### config.mk
export PLATFORM = sky130hd
export DESIGN_NAME = fetch_stage
export DESIGN_NICKNAME = d
export VERILOG_FILES = /design/src/rtl/pipe_pkg.sv /design/src/rtl/fetch_stage.sv
export SDC_FILE = /design/constraint.sdc
export NUM_CORES = 1
export LEC_CHECK = 0
export CAP_MARGIN = 25
export CORE_MARGIN = 1.5
export CORE_UTILIZATION = 35
export DETAILED_ROUTE_END_ITERATION = 10
export PLACE_DENSITY = 0.65
export SYNTH_ARGS = -nofsm -noshare
export SYNTH_HDL_FRONTEND = slang
export SYNTH_SLANG_ARGS = --single-unit
### constraint.sdc
create_clock -name clk_i -period 2.17 [get_ports clk_i]
set_input_delay 0.3255 -clock clk_i [delete_from_list [all_inputs] [get_ports clk_i]]
set_output_delay 0.3255 -clock clk_i [all_outputs]
set_load 0.02 [all_outputs]
### src/rtl/pipe_pkg.sv
// Shared pipeline definitions: word type, fetch FSM states and constants
// reused by the fetch stage, hazard unit and IF/ID register.
package pipe_pkg;

    typedef logic [31:0] word_t;

    typedef enum logic [1:0] {
        FETCH = 2'd0,
        READY = 2'd1,
        DROP  = 2'd2
    } fetch_state_e;

    // sll $0,$0,0
    localparam word_t NOP_WORD         = 32'h0000_0000;
    localparam word_t DEFAULT_RESET_PC = 32'h0000_0000;

endpackage

### src/rtl/fetch_stage.sv
// MIPS instruction-fetch stage: owns the PC, handshakes with a variable-latency
// instruction memory, holds an instruction under stall and squashes stale fetches.
module fetch_stage
    import pipe_pkg::*;
#(
    parameter word_t RESET_PC = DEFAULT_RESET_PC,
    parameter word_t NOP_INST = NOP_WORD
) (
    input  logic        clk_i,
    input  logic        rst_i,
    input  logic        stall_i,
    input  logic        redirect_i,
    input  logic [31:0] redirect_pc_i,
    output logic        imem_req_o,
    output logic [31:0] imem_addr_o,
    input  logic        imem_ack_i,
    input  logic [31:0] imem_data_i,
    output logic        valid_o,
    output logic [31:0] pc_o,
    output logic [31:0] inst_o
);

    fetch_state_e state_q, state_d;
    word_t        pc_q, pc_d;
    word_t        buf_q, buf_d;
    word_t        hold_addr_q, hold_addr_d;

    word_t pc_plus4;
    word_t redir_pc;
    logic  use_buf;

    assign pc_plus4 = pc_q + 32'd4;
    assign redir_pc = redirect_pc_i & ~32'h0000_0003;
    assign pc_o     = pc_plus4;

    always_ff @(posedge clk_i) begin
        if (rst_i) begin
            state_q     <= FETCH;
            pc_q        <= RESET_PC;
            buf_q       <= '0;
            hold_addr_q <= '0;
        end else begin
            state_q     <= state_d;
            pc_q        <= pc_d;
            buf_q       <= buf_d;
            hold_addr_q <= hold_addr_d;
        end
    end

    always_comb begin
        state_d     = state_q;
        pc_d        = pc_q;
        buf_d       = buf_q;
        hold_addr_d = hold_addr_q;
        imem_req_o  = 1'b0;
        imem_addr_o = pc_q;
        valid_o     = 1'b0;
        use_buf     = 1'b0;

        unique case (state_q)
            FETCH: begin
                imem_req_o = 1'b1;
                valid_o    = imem_ack_i & ~redirect_i;
                if (redirect_i) begin
                    pc_d = redir_pc;
                    // Without an ack the old request is still live and must be
                    // seen through at its original address before refetching.
                    if (!imem_ack_i) begin
                        hold_addr_d = pc_q;
                        state_d     = DROP;
                    end
                end else if (imem_ack_i) begin
                    if (stall_i) begin
                        buf_d   = imem_data_i;
                        state_d = READY;
                    end else begin
                        pc_d = pc_plus4;
                    end
                end
            end
            READY: begin
                valid_o = ~redirect_i;
                use_buf = 1'b1;
                if (redirect_i) begin
                    pc_d    = redir_pc;
                    state_d = FETCH;
                end else if (!stall_i) begin
                    pc_d    = pc_plus4;
                    state_d = FETCH;
                end
            end
            DROP: begin
                imem_req_o  = 1'b1;
                imem_addr_o = hold_addr_q;
                if (redirect_i) begin
                    pc_d = redir_pc;
                end
                if (imem_ack_i) begin
                    state_d = FETCH;
                end
            end
            default: begin
                state_d = FETCH;
            end
        endcase

        // Memory shares the reset, so nothing is requested or delivered meanwhile.
        if (rst_i) begin
            imem_req_o = 1'b0;
            valid_o    = 1'b0;
        end
    end

    assign inst_o = !valid_o ? NOP_INST : (use_buf ? buf_q : imem_data_i);

endmodule

==> results.txt, run 1 <==
Post-synth EDFFs: 0
CP max FO: 4
TritonCTS clock tree: yes
I/O Buffers: 160
r2r startpoint: pc_q[2]$_SDFFE_PP0P_
CP Class: reg -> out
max-cap violations: 0
Worst-Margin Slew: 0.8029 ns
Synth area leader: dfxtp_1
crit path DAT: 1.96 ns
Clock transition at path regs: 0.07 ns
status: finished with violations
number of global-route vias before repair: 5699
CTS Hold Bufs: 0
Starting Density: 35.79%
DR pass1 iterations: 5
Seq/Total Area, Yosys: 34.72%
vias per std cell: 5.275
Global Route Usage Sum: 22.10%
Async S/R FF share, synth: 0%
HP Class: reg -> reg
I/O Pins: 167
Hold WS: 0.4530 ns
CP most frequent cell: buf_6
post-synth top area share: 34.72%
die width: 127.4 um
grt total ovfl: 0
R2R depth: 11
Die Ht: 127.4 um
Critical Path Source Type: flop
Final Net Count: 1064
largest net degree at the start of global routing: 73
Routed wire per std cell: 16.32 um
Multi-input gate area: 3651 um^2
Max Slew Vio Count: 0
Post-Syn Area: 5420 um^2
CP required: 1.84 ns
Detailed Place HPWL: 12.53 mm
final setup fails: 34
TNS Setup: -0.9796 ns
root buf cell: clkbuf_16
DRT Wirelength: 19.35 mm
Fin. Hold Viols: 0
Finished Cell Area: 8836 um^2
Synth warnings: 0
core area: 15150 um^2
Synth top cells by count: 227 x nand2_1, 106 x a21oi_1, 94 x dfxtp_1
top_reg_cell synth: dfxtp_1
crit path time final: 2.282 ns
cell area after placement: 7901 um^2
CP Cell Sequence: ha_4 -> nand3_4 -> buf_6 -> or4_4 -> buf_6 -> xnor2_2 -> buf_4
pre-CTS setup slack: -0.4880 ns
synth-to-layout area growth: 63.02%
failing checks: negative setup slack
Synth Register Bits: 94
Max Freq: 0.4382 GHz
FF-to-FF setup slack: 0.09 ns
Slowest-stage cell, CP: or4_4
most frequent cell after synthesis: nand2_1
final worst slack: -0.1120 ns
Antenna Cells: 0
row cnt: 45
Max VDD drop: 0.3978 mV
Rel. slew slack: 46.47%
Routed Antenna Nets: 0
RSZ-0062 raised after global routing: yes
FF/Latch Area: 1906 um^2
initial drt markers: 562
slowest stage delay, CP: 0.45 ns
leak pwr: 0.003696 uW
CTS buffer count: 9
r2r endpoint: pc_q[12]$_SDFFE_PP0P_
area of the die: 16240 um^2
Worst Hold Depth: 2
Skew-Pair Late Insertion Delay: 0.34 ns
DR vias: 6256
residual DRC count: 0
first-pass GRT wire length: 28.75 mm
part of the cycle the worst path needs: 105.2%
worst setup path start: pc_q[2]$_SDFFE_PP0P_
Fillers: 1395
Clock Skew: 0.005568 ns
Total Power: 4549 uW
synth top area cells: dfxtp_1 35%, nand2_1 16%, a21oi_1 9.8%
Yosys cell types: 52
Critical Path End Type: output pin
H-tree Lvls: 3
Syn Inst Count: 761
initial antenna violation count: 0
Syn Area/Cell: 7.122 um^2
clock buffer depth: 2
clk sinks: 94
CP Capture Point: pc_o[14]
Final Wtd Congestion: 0.8601
pwr dens: 514.8 nW/um^2
layout cells sized above 1: 35.47%
[through the flow]
stage | util, % | cells
after floorplan | - | 764
after global placement | 52.17 | 1141
after detailed placement | 52.17 | 1141
after CTS | 54.61 | 1172
after global routing | 58.34 | 1186
final | 58.34 | 1186
[sequential cells by signal, summed over array words and instances (netlist names)]
signal	flops
buf_q	32
hold_addr_q	30
pc_q	30
state_q	2
[logic make-up (layout without fill, tap and decap cells)]
kind of cell / Yosys count / after routing / synth area share, %
mux: 34 / 34 / 6.948
compound gates: 179 / 179 / 19.30
flops: 94 / 94 / 34.72
buf+inv: 85 / 319 / 6.510
fa+ha+maj: 1 / 1 / 0.2308
simple gates: 339 / 339 / 27.70
other cells: 1 / 4 / 0.06919
xor+xnor: 28 / 28 / 4.525
[cell type report]
type,count,share of cell area (%)
clock buffer,14,2.988
clock inverter,1,0.05664
inverter,6,0.2549
multi-input combinational,585,41.32
sequential,94,21.57
tap,188,2.662
timing repair buffer,298,31.15
[worst max-delay path: cells and delay by family, from the launching register on]
family	cells	cell delay (ns)
xor+xnor	1	0.11
fa+ha+maj	1	0.15
simple gates	2	0.54
flops	1	0.38
buf+inv	3	0.43
[per-layer routing]
layer / wire length [um] / global-route usage [%]
met1: 8528 / 29.58
met2: 9071 / 36.12
met3: 1330 / 3.476
met4: 422 / 7.821
met5: 0 / 0
[worst min path at each step]
stage	slack (ns)	end	start
floorplan	0.43	hold_addr_q[12]$_SDFFE_PP0P_	hold_addr_q[12]$_SDFFE_PP0P_
global placement	0.44	hold_addr_q[15]$_SDFFE_PP0P_	hold_addr_q[15]$_SDFFE_PP0P_
detailed placement	0.45	hold_addr_q[14]$_SDFFE_PP0P_	hold_addr_q[14]$_SDFFE_PP0P_
CTS	0.46	hold_addr_q[16]$_SDFFE_PP0P_	hold_addr_q[16]$_SDFFE_PP0P_
global route	0.47	buf_q[8]$_SDFFE_PP0P_	buf_q[8]$_SDFFE_PP0P_
finish	0.45	hold_addr_q[12]$_SDFFE_PP0P_	hold_addr_q[12]$_SDFFE_PP0P_
[power breakdown]
part,switching (uW),internal (uW)
sequential,49.6,1800
clock,666,834
combinational,634,563
[cell usage in the layout, fill, tap and decap left out, types with 8 or more instances in the layout]
cell               n
a31oi_1           11
nand3_1           19
xnor2_2            8
a21oi_2           21
nor2_1            23
dfxtp_1           79
buf_12            14
buf_2             26
and3_1             8
a21oi_1           74
xnor2_1           12
clkdlybuf4s50_1   66
nand2_1          227
a21oi_4           11
o21ai_0           22
mux2_2            29
buf_4            145
clkbuf_16         15
buf_6             27
dfxtp_2           13
[repair_timing]
item | in CTS | in global routing
cloned | 2 | 6
pin swaps | 16 | 22
endpoints found under the setup margin | 91 | 85
setup buffers | 14 | 12
resized for setup | 397 | 156
Note: power is estimated with default switching activity, not from simulation.
==> run 2: changes to the inputs <==
PLACE_DENSITY = not set   (was 0.65)
PLACE_DENSITY_LB_ADDON = 0.2   (was not set)
==> run 2 against run 1 <==
Effect of this change:
- the run still ends with negative setup slack left
- clock skew is 0.0014 ns higher
- clock power about the same
- worst hold slack improved by 0.0011 ns
- sequential share of layout area is 0.49 points lower
- critical path depth decreased by 1
- sequential cell count unchanged
- critical path type unchanged
- critical endpoint unchanged
- largest power group unchanged
==> results.txt, run 2 (synthesis gave the netlist of run 1 again) <==
HP Start: hold_addr_q[19]$_SDFFE_PP0P_
crit path DAT: 1.94 ns
global routing usage on met3: 4.313%
die width: 127.4 um
Routed Antenna Nets: 0
commonest cells after routing, fill and taps aside: 223 x nand2_1, 155 x buf_4, 79 x dfxtp_1
Worst Hold Depth: 2
I/O Pins: 167
GRT Max-Usage Layer: met2
final core utilization: 59.79%
root buf cell: clkbuf_16
Routed wire per std cell: 15.81 um
Die Ht: 127.4 um
DR vias: 6205
Starting Density: 35.79%
area of the die: 16240 um^2
CP Class: reg -> out
row cnt: 45
pwr dens: 504.8 nW/um^2
worst hold endpoint: hold_addr_q[19]$_SDFFE_PP0P_
leading cell type in the layout, fill and taps excluded: nand2_1
leak pwr: 0.003768 uW
R2R depth: 12
Max Slew Vio Count: 0
Critical Path Source Type: flop
r2r startpoint: pc_q[8]$_SDFFE_PP0P_
CTS buffer count: 9
Max VDD drop: 0.3205 mV
crit path time final: 2.261 ns
GR Util met1: 30.01%
Antenna Cells: 0
Max Freq: 0.4423 GHz
vias per std cell: 5.179
Detailed Place HPWL: 12.14 mm
CTS Hold Bufs: 0
max-cap violations: 0
I/O Buffers: 160
clock buffer depth: 2
H-tree Lvls: 3
TritonCTS clock tree: yes
Final Wtd Congestion: 0.8274
status: finished with violations
first-pass GRT wire length: 29.43 mm
failing checks: negative setup slack
met2 Usage GRT: 36.76%
Critical Path End Type: output pin
initial drt markers: 454
part of the cycle the worst path needs: 104.2%
largest net degree at the start of global routing: 53
grt total ovfl: 0
DR pass1 iterations: 5
Skew-Pair Late Insertion Delay: 0.34 ns
RSZ-0062 raised after global routing: yes
Worst-Margin Slew: 0.5850 ns
final setup fails: 11
Rel. slew slack: 61.00%
synth-to-layout area growth: 67.06%
r2r endpoint: pc_q[12]$_SDFFE_PP0P_
core area: 15150 um^2
clk sinks: 94
Finished Cell Area: 9055 um^2
CP required: 1.84 ns
number of global-route vias before repair: 5803
Clock transition at path regs: 0.07 ns
Hold WS: 0.4541 ns
DRT Wirelength: 18.94 mm
CP max FO: 5
max reg flops: 32
Clock Skew: 0.006927 ns
TNS Setup: -0.3572 ns
Largest regs: buf_q x32, hold_addr_q x30, pc_q x30
residual DRC count: 0
Reg with most FFs: buf_q
FF-to-FF setup slack: -0.01 ns
Total Power: 4571 uW
Final Net Count: 1075
Fin. Hold Viols: 0
Global Route Usage Sum: 22.50%
cell area after placement: 7934 um^2
final worst slack: -0.09092 ns
layout cells sized above 1: 37.92%
initial antenna violation count: 0
HP Class: reg -> reg
[run 2: layout make-up]
type	instances	area, um^2
fill	1380	6091
clock buffer	9	225.2
tap	188	235.2
sequential	94	1908
timing repair buffer	309	2824
multi-input combinational	585	3790
clock inverter	7	50.05
inverter	6	22.52
[run 2: power breakdown]
part / internal (uW) / leakage, uW / switching [uW]
registers: 1800 / 0.000772 / 48.5
clock network: 779 / 0.000128 / 715
logic: 590 / 0.00287 / 638
[run 2: timing repair]
item | 4_1_cts | 5_1_grt
setup endpoints to repair | 91 | 87
gates cloned | 3 | 3
pin swaps | 12 | 25
resized for setup | 408 | 205
setup buffers | 21 | 11
[run 2: how the worst max path moves through the flow]
stage	start	to	slack, ns	cells past startpoint
CTS	pc_q[13]$_SDFFE_PP0P_	pc_o[14]	-0.1	6
detailed placement	imem_ack_i	inst_o[14]	-0.48	6
floorplan	pc_q[7]$_SDFFE_PP0P_	pc_o[13]	0.02	6
finish	pc_q[13]$_SDFFE_PP0P_	pc_o[14]	-0.09	6
global placement	imem_ack_i	inst_o[1]	-0.39	6
global route	pc_q[13]$_SDFFE_PP0P_	pc_o[14]	-0.14	6
[run 2: per-layer routing]
metal	routed length [um]	share of wire, %
met5	0	0
met4	337	1.8
met3	1179	6.2
met2	9032	48
met1	8387	44
[run 2: critical path: stages (launching register included)]
cell and delay [ns]:
dfxtp_2 0.35, nand4_4 0.12, buf_6 0.16, or4_4 0.55
buf_6 0.15, xnor2_2 0.11, buf_4 0.15
[run 2: through the flow]
step	worst slack (ns)	std cells
final	-0.09092	1198
after global routing	-0.1442	1198
after CTS	-0.09551	1187
after detailed placement	-0.4787	1147
after global placement	-0.3915	1147
after floorplan	0.02252	764
==> run 3: changes to the inputs <==
clock period = 2.9 ns   (was 2.17 ns; I/O delays follow)
==> run 3 against run 2 <==
Effect of this change:
- the run now ends clean
- count of clock-buffer cells in the layout rose by 4
- sequential share of layout area rose by 2.9 points
- final area fell by 13%
- sequential power fell by 24%
- setup slack improved by 0.21 ns
- non-clock buffer count fell by 86
- wire length fell by 9.2%
- die area did not move
- first-iteration DRC count rose by 4.2%
- core utilization fell by 7.9 points
- via count fell by 6.9%
- clock skew rose by 0.00082 ns
- critical path type unchanged
==> results.txt, run 3 (synthesis gave the netlist of run 1 again) <==
status: finished clean
die width: 127.4 um
slowest stage delay, CP: 0.62 ns
placed cell count: 1090
DRT Wirelength: 17.20 mm
Total Power: 3440 uW
CTS buffer count: 9
Max Freq: 0.3596 GHz
synth-to-layout area growth: 45.11%
grt total ovfl: 0
I/O Pins: 167
Slowest-stage cell, CP: clkdlybuf4s50_1
Worst-Margin Slew: 0.5575 ns
Routed wire per std cell: 15.47 um
leak pwr: 0.003430 uW
I/O Buffers: 160
crit path time final: 2.781 ns
final setup fails: 0
final non-filler cell total: 1112
Antenna Cells: 0
Critical Path Source Type: flop
Routed Antenna Nets: 0
initial drt markers: 473
part of the cycle the worst path needs: 95.90%
Starting Density: 35.79%
leading cell type in the layout, fill and taps excluded: nand2_1
Finished Cell Area: 7865 um^2
Hold WS: 0.4497 ns
Clock transition at path regs: 0.07 ns
Max Slew Vio Count: 0
root buf cell: clkbuf_16
Die Ht: 127.4 um
clock buffer depth: 2
Skew-Pair Late Insertion Delay: 0.35 ns
DR vias: 5774
layout cells sized above 1: 14.07%
initial antenna violation count: 0
max reg flops: 32
Final Wtd Congestion: 0.7934
crit path DAT: 2.35 ns
core area: 15150 um^2
CP Class: reg -> out
CP required: 2.47 ns
Clock Skew: 0.007744 ns
CP max FO: 7
commonest cells after routing, fill and taps aside: 227 x nand2_1, 110 x clkdlybuf4s50_1, 106 x a21oi_1
residual DRC count: 0
largest net degree at the start of global routing: 99
Rel. slew slack: 62.84%
cell area after placement: 7431 um^2
CP Cell Sequence: nand4_4 -> buf_4 -> nor3_1 -> buf_4 -> nand3_1 -> xnor2_1 -> clkdlybuf4s50_1
Fin. Hold Viols: 0
TritonCTS clock tree: yes
first-pass GRT wire length: 27.50 mm
row cnt: 45
CP most frequent cell: buf_4
DR pass1 iterations: 5
area of the die: 16240 um^2
Critical Path End Type: output pin
final core utilization: 51.93%
RSZ-0062 raised after global routing: no
vias per std cell: 5.192
H-tree Lvls: 3
Final Net Count: 989
Global Route Usage Sum: 21.03%
max-cap violations: 0
Reg with most FFs: buf_q
Detailed Place HPWL: 11.53 mm
clk sinks: 94
HP Class: reg -> reg
pwr dens: 437.4 nW/um^2
Largest regs: buf_q x32, hold_addr_q x30, pc_q x30
Max VDD drop: 0.2630 mV
number of global-route vias before repair: 5279
[run 3: final timing paths]
| check | startpoint | end | slack [ns] | cells past startpoint |
|---|---|---|---|---|
| setup / recovery | pc_q[12]$_SDFFE_PP0P_ | pc_o[23] | 0.12 | 7 |
| hold / removal | hold_addr_q[21]$_SDFFE_PP0P_ | hold_addr_q[21]$_SDFFE_PP0P_ | 0.45 | 2 |
| setup reg to reg | state_q[0]$_SDFFE_PP0P_ | pc_q[26]$_SDFFE_PP0P_ | 0.66 | 6 |
| hold reg to reg | hold_addr_q[21]$_SDFFE_PP0P_ | hold_addr_q[21]$_SDFFE_PP0P_ | 0.45 | 2 |
[run 3: through the flow]
| step | worst slack (ns) | setup TNS [ns] |
|---|---|---|
| after CTS | 0.002625 | 0 |
| after detailed placement | -0.005780 | -0.01553 |
| after floorplan | 0.5525 | 0 |
| after global routing | 0.005718 | 0 |
| final | 0.1189 | 0 |
| after global placement | 0.02039 | 0 |
[run 3: timing repair]
item | 4_1_cts | 5_1_grt
endpoints found under the setup margin | 32 | 27
resized for setup | 31 | 28
hold buffers | 0 | 0
gates cloned | 0 | 0
pin swaps | 1 | 1
buffers inserted | 1 | 4
[run 3: critical path, delay by kind of cell, from the launching register on]
family / cells / cell delay [ns]
buffers and inverters: 3 / 0.98
AND/OR/NAND/NOR: 3 / 0.46
XOR/XNOR: 1 / 0.17
flip-flops: 1 / 0.39
[run 3: layer usage]
layer / vias up / share of wire (%) / global-route usage [%]
met5: - / 0 / 0
met4: 0 / 1.0 / 6.016
met3: 10 / 6.2 / 3.769
met1: 2683 / 47 / 29.54
li1: 2898 / - / -
met2: 183 / 46 / 33.00
[run 3: report_power, final]
group,internal (uW),switching (uW)
logic,369,404
clock network,760,507
registers,1350,52.2
[run 3: final cells by class]
type / count / area [um^2]
sequential: 94 / 1887
fill: 1499 / 7281
clock inverter: 3 / 40.04
timing repair buffer: 223 / 2156
inverter: 6 / 22.52
tap: 188 / 235.2
multi-input combinational: 585 / 3244
clock buffer: 13 / 280.3
